==> src/rtl/hash_result_scanner_if.sv <==
// Read-only memory port used by hash_result_scanner to fetch hash words
// from shared memory.
interface hash_result_scanner_if;
  logic        mem_clk;
  logic        mem_we;
  logic [15:0] mem_addr;
  logic [31:0] mem_write_data;
  logic [31:0] mem_read_data;

  modport master (
    output mem_clk, mem_we, mem_addr, mem_write_data,
    input  mem_read_data
  );

  modport slave (
    input  mem_clk, mem_we, mem_addr, mem_write_data,
    output mem_read_data
  );
endinterface

==> src/rtl/hash_result_scanner.sv <==
// Scans NUM_NONCES hash first-words from memory and reports winners against a
// target, plus the minimum hash and its nonce.
module hash_result_scanner #(
  parameter int unsigned NUM_NONCES = 16
) (
  input  logic                  clk,
  input  logic                  reset_n,
  input  logic                  start,
  input  logic [15:0]           result_addr,
  input  logic [31:0]           target,
  output logic                  done,
  output logic                  found,
  output logic [7:0]            first_nonce,
  output logic [8:0]            match_count,
  output logic [31:0]           min_hash,
  output logic [7:0]            min_nonce,
  hash_result_scanner_if.master mem
);

  typedef enum logic [1:0] {IDLE, READ, COMPLETE} state_t;

  localparam logic [7:0] LAST_IDX = 8'(NUM_NONCES - 1);
  localparam logic [8:0] LAST_CYC = 9'(NUM_NONCES);

  state_t      state_q, state_d;
  logic [15:0] base_q, base_d;
  logic [31:0] tgt_q, tgt_d;
  logic [7:0]  rd_idx_q, rd_idx_d;
  logic [8:0]  cyc_q, cyc_d;
  logic        done_q, done_d;
  logic        found_q, found_d;
  logic [7:0]  first_nonce_q, first_nonce_d;
  logic [8:0]  match_count_q, match_count_d;
  logic [31:0] min_hash_q, min_hash_d;
  logic [7:0]  min_nonce_q, min_nonce_d;
  logic [7:0]  cap_nonce;

  always_comb begin
    state_d       = state_q;
    base_d        = base_q;
    tgt_d         = tgt_q;
    rd_idx_d      = rd_idx_q;
    cyc_d         = cyc_q;
    done_d        = 1'b0;
    found_d       = found_q;
    first_nonce_d = first_nonce_q;
    match_count_d = match_count_q;
    min_hash_d    = min_hash_q;
    min_nonce_d   = min_nonce_q;
    cap_nonce     = 8'(cyc_q - 9'd1);

    case (state_q)
      IDLE: begin
        if (start) begin
          base_d        = result_addr;
          tgt_d         = target;
          found_d       = 1'b0;
          first_nonce_d = '0;
          match_count_d = '0;
          min_hash_d    = '1;
          min_nonce_d   = '0;
          rd_idx_d      = '0;
          cyc_d         = '0;
          state_d       = READ;
        end
      end
      READ: begin
        // Cycle c issues address min(c, N-1) and captures the word for c-1.
        if (rd_idx_q != LAST_IDX) rd_idx_d = rd_idx_q + 8'd1;
        cyc_d = cyc_q + 9'd1;
        if (cyc_q != 9'd0) begin
          if (mem.mem_read_data < tgt_q) begin
            match_count_d = match_count_q + 9'd1;
            if (!found_q) begin
              found_d       = 1'b1;
              first_nonce_d = cap_nonce;
            end
          end
          if (mem.mem_read_data < min_hash_q) begin
            min_hash_d  = mem.mem_read_data;
            min_nonce_d = cap_nonce;
          end
        end
        if (cyc_q == LAST_CYC) begin
          state_d = COMPLETE;
          done_d  = 1'b1;
        end
      end
      COMPLETE: state_d = IDLE;
      default:  state_d = IDLE;
    endcase
  end

  always_ff @(posedge clk or negedge reset_n) begin
    if (!reset_n) begin
      state_q       <= IDLE;
      base_q        <= '0;
      tgt_q         <= '0;
      rd_idx_q      <= '0;
      cyc_q         <= '0;
      done_q        <= 1'b0;
      found_q       <= 1'b0;
      first_nonce_q <= '0;
      match_count_q <= '0;
      min_hash_q    <= '1;
      min_nonce_q   <= '0;
    end else begin
      state_q       <= state_d;
      base_q        <= base_d;
      tgt_q         <= tgt_d;
      rd_idx_q      <= rd_idx_d;
      cyc_q         <= cyc_d;
      done_q        <= done_d;
      found_q       <= found_d;
      first_nonce_q <= first_nonce_d;
      match_count_q <= match_count_d;
      min_hash_q    <= min_hash_d;
      min_nonce_q   <= min_nonce_d;
    end
  end

  assign done               = done_q;
  assign found              = found_q;
  assign first_nonce        = first_nonce_q;
  assign match_count        = match_count_q;
  assign min_hash           = min_hash_q;
  assign min_nonce          = min_nonce_q;
  assign mem.mem_clk        = clk;
  assign mem.mem_we         = 1'b0;
  assign mem.mem_write_data = '0;
  assign mem.mem_addr       = base_q + {8'h00, rd_idx_q};

endmodule

==> src/flat_wrapper.sv <==
// flat-port wrapper written by rule: the top's interface ports become plain ports
module hash_result_scanner_flat 
#(
  parameter int unsigned NUM_NONCES = 16
)
  (clk, reset_n, start, result_addr, target, done, found, first_nonce, match_count, min_hash, min_nonce, mem_mem_clk, mem_mem_we, mem_mem_addr, mem_mem_write_data, mem_mem_read_data);
  hash_result_scanner_if mem_i ();
  input  logic clk;
  input  logic reset_n;
  input  logic start;
  input  logic [15:0] result_addr;
  input  logic [31:0] target;
  output logic done;
  output logic found;
  output logic [7:0] first_nonce;
  output logic [8:0] match_count;
  output logic [31:0] min_hash;
  output logic [7:0] min_nonce;
  output wire logic [$bits(mem_i.mem_clk)-1:0] mem_mem_clk;
  output wire logic [$bits(mem_i.mem_we)-1:0] mem_mem_we;
  output wire logic [$bits(mem_i.mem_addr)-1:0] mem_mem_addr;
  output wire logic [$bits(mem_i.mem_write_data)-1:0] mem_mem_write_data;
  input wire logic [$bits(mem_i.mem_read_data)-1:0] mem_mem_read_data;
  assign mem_mem_clk = mem_i.mem_clk;
  assign mem_mem_we = mem_i.mem_we;
  assign mem_mem_addr = mem_i.mem_addr;
  assign mem_mem_write_data = mem_i.mem_write_data;
  assign mem_i.mem_read_data = mem_mem_read_data;
  hash_result_scanner #(.NUM_NONCES(NUM_NONCES)) u_core (.clk(clk), .reset_n(reset_n), .start(start), .result_addr(result_addr), .target(target), .done(done), .found(found), .first_nonce(first_nonce), .match_count(match_count), .min_hash(min_hash), .min_nonce(min_nonce), .mem(mem_i));
endmodule
==> config.mk <==
export PLATFORM = sky130hd
export DESIGN_NAME = hash_result_scanner_flat
export DESIGN_NICKNAME = d
export VERILOG_FILES = /design/src/rtl/hash_result_scanner_if.sv /design/src/rtl/hash_result_scanner.sv /design/src/flat_wrapper.sv
export SDC_FILE = /design/constraint.sdc
export NUM_CORES = 1
export LEC_CHECK = 0
export ABC_AREA = 1
export CAP_MARGIN = 20
export CORE_MARGIN = 1.5
export CORE_UTILIZATION = 55
export DETAILED_ROUTE_END_ITERATION = 10
export GPL_TIMING_DRIVEN = 0
export MAX_ROUTING_LAYER = met4
export PLACE_DENSITY = 0.9
export RECOVER_POWER = 50
export SLEW_MARGIN = 5
export SYNTH_ARGS = -nofsm -noshare
export SYNTH_HDL_FRONTEND = slang
export SYNTH_SLANG_ARGS = --single-unit
==> constraint.sdc <==
create_clock -name clk -period 5.85 [get_ports clk]
set_input_delay 1.17 -clock clk [delete_from_list [all_inputs] [get_ports clk]]
set_output_delay 1.17 -clock clk [all_outputs]
set_load 0.005 [all_outputs]
==> run_results.csv <==
group,metric,value,unit
status,status,"complete, but fails checks",
status,violations,"max-capacitance violations, max-slew violations",
worst_setup_path,slowest_stage,"clkdlybuf4s50_1",
synth,ys_types,44,
synth,ys_seq_elements,126,
route,dr_total_vias,7541,
route,via_per_inst,5.31,
place,io_buffer_count,158,
run,timing.max_cap.violations,1,
layout,nFillCells,1037,
timing,setup_viol,0,
timing,setup_ws,0.962,ns
route,routed_wl,21300,µm
place,gp_congestion,0.874,
layout,antenna_cells,0,
clock_tree,hold_buffers,0,
worst_setup_path,path_class,"clk2out",
timing,slew_violations,63,
layout,layout-drive-gt1-share,11.8,%
timing,max-slew-margin-rel,-132,%
pwr,clock_power_share,33.1,%
synth,yosysTopAreaCell,"dfrtp_1",
grt,grt.overflow.total,0,
synth,synth_top_area_share,29.3,%
synth,synthTopCellsByArea,"dfrtp_1 29%, nand2_1 14%, ha_1 12%",
synth,syn_area,8020,µm²
synth,yosysSeqAreaShare,39.8,%
pwr,p_sw_share,30.8,%
timing,finClkSkew,0.00977,ns
floorplanning,row_count,43,
layout,area_growth,31.8,%
worst_setup_path,crit_chain,"clkbuf_16 -> clkbuf_16 -> buf_4 -> clkdlybuf4s50_1",
worst_setup_path,crit_required,4.68,ns
floorplanning,dieHeight,124,µm
pwr,p_int,2.34,mW
route,drt_first_iter_violations,619,
place,place_hpwl,15600,µm
synth,post_synth.cell_area_avg,7.90,µm²
worst_setup_path,cp_common_cell,"clkbuf_16",
synth,netlist_instances,1015,
worst_setup_path,critPathLaunchType,"clock port",
layout,fin_util,75.3,%
pwr,pwr-share-seq,35.6,%
grt,grt_max_degree,65,
floorplanning,die_x,124,µm
pwr,comb_power_share,31.4,%
synth,ys.flop_type,"dfrtp_1",
clock_tree,cts_resized,0,
worst_setup_path,slowest_delay,0.43,ns
grt,grt_pass1_wl,34100,µm
pwr,p_switching,1.04,mW
pwr,max-vdd-ir-drop,0.000239,V
route,drc,0,
timing,rsz0062_at_grt,"no",
pwr,p_leak,5.43,nW
clock_tree,clk_pin_slew_worst_paths,0.05,ns
timing,worst_pin_slew,3.48,ns
route,antenna_left,0,
layout,fin_area,10600,µm²
synth,ys_warn_count,0,
worst_setup_path,crit_fanout,2,
grt,antenna_found_initial,0,
clock_tree,insertion_delay,0.53,ns
worst_setup_path,end_kind,"output pin",
clock_tree,postCtsSetupRepairBufs,0,
grt,grt_usage,29.6,%
synth,synth_edf_count,0,
clock_tree,tritoncts,"built",
route,firstDrtPassIters,5,
route,wire_per_inst,15.0,µm
place,pre_cts_ws,1.23,ns
floorplanning,io_pins,192,
floorplanning,core-area,14000,µm²
synth,ys_async_sr_fraction,100,%
pwr,power_per_cell_area,319,nW/µm²
timing,tns,0,ns
min_path,hold_path_class,"reg2reg",
floorplanning,die_area,15300,µm²
worst_setup_path,arrival,3.72,ns
grt,grt_pass1_vias,7327,
layout,nets,1387,
timing,hold_viol,0,
floorplanning,initial_core_util,57.1,%
place,place_area,9980,µm²
timing,hold_slack,0.469,ns
## per-stage QoR
| stage | power, mW | std cells |
|---|---|---|
| global placement | 2.22 | 1385 |
| detailed placement | 2.28 | 1386 |
| CTS | 3.39 | 1421 |
| finish | 3.38 | 1421 |
| global route | 3.57 | 1421 |
| floorplan | 1.75 | 1047 |
## cells in the mapped netlist, drive strengths merged, types with 2 or more instances
cell / n
a21oi: 43
a31oi: 3
buf: 53
clkbuf: 19
dfrtp: 94
dfstp: 32
ha: 75
inv: 115
nand2: 291
nand3: 34
nand3b: 4
nand4: 51
nor2: 52
nor3: 11
nor3b: 4
nor4: 4
o211ai: 2
o21ai: 57
o21bai: 2
o22ai: 4
o31ai: 2
or2: 31
xnor2: 9
xor2: 13
## power groups by stage
stage          registers [mW]  clock network (mW)  logic [mW]
2_1_floorplan            1.19              0.0111       0.544
3_3_place_gp             1.21              0.0239       0.992
3_5_place_dp             1.21              0.0239        1.05
4_1_cts                  1.20                1.12        1.07
5_1_grt                  1.21                1.17        1.18
6_report                 1.20                1.12        1.06
## state kept, by name, summed over array words and instances (netlist names), 8 cells and up
signal	count
u_core.min_hash	32
u_core.tgt_q	32
u_core.base_q	16
u_core.cyc_q	9
u_core.match_count	9
u_core.first_nonce	8
u_core.min_nonce	8
u_core.rd_idx_q	8
## worst max-delay path, delay by kind of cell
family	cells	cell delay, ns
buffers and inverters	4	0.80
## placed cells by master, fill, tap and decap left out, drive strengths merged, types with 43 or more instances in the layout
master,synthesis,layout
buf,53,52
nor2,52,52
clkbuf,19,50
a21oi,43,43
clkdlybuf4s50,0,156
inv,115,115
nand4,51,51
ha,75,75
dfrtp,94,94
nand2,291,291
o21ai,57,57
## final timing paths
kind | slack, ns | to | depth (start not counted) | startpoint
setup / recovery | 0.96 | mem_mem_clk | 4 | clk
hold / removal | 0.47 | u_core.min_hash[12] | 2 | u_core.min_hash[12]
setup reg to reg | 3.43 | u_core.min_hash[19] | 14 | u_core.min_hash[5]
hold reg to reg | 0.47 | u_core.min_hash[12] | 2 | u_core.min_hash[12]
max in group asynchronous | 2.07 | u_core.cyc_q[2] | 1 | reset_n
min in group asynchronous | 1.81 | u_core.tgt_q[12] | 1 | reset_n
## cell type report
cell class	count	area (µm²)	area share, %
Inverter	116	435	4.12
Clock buffer	29	571	5.40
Multi-Input combinational cell	733	4060	38.4
Clock inverter	7	62.6	0.592
Buffer	72	437	4.13
Sequential cell	126	3190	30.2
Tap cell	180	225	2.13
Timing Repair Buffer	158	1590	15.1
## metal layers
| layer | vias up | part of all wire [%] | track usage (%) |
|---|---|---|---|
| met2 | 295 | 49 | 48.5 |
| met3 | 49 | 7.3 | 5.63 |
| met4 | 0 | 2.6 | 12.6 |
| met5 | - | 0 | - |
| met1 | 3537 | 42 | 36.0 |
| li1 | 3660 | - | - |
## cells by family after synthesis
family / after synthesis / share of synthesized area [%]
XOR/XNOR: 22 / 2.40
flip-flops: 126 / 39.8
buffers and inverters: 188 / 10.9
other: 1 / 0.0468
adder cells (fa/ha/maj): 76 / 12.0
AO/OA/AOI/OAI: 117 / 7.83
AND/OR/NAND/NOR: 484 / 26.9
multiplexers: 1 / 0.140
No activity file was read; power rests on OpenSTA's default activity.
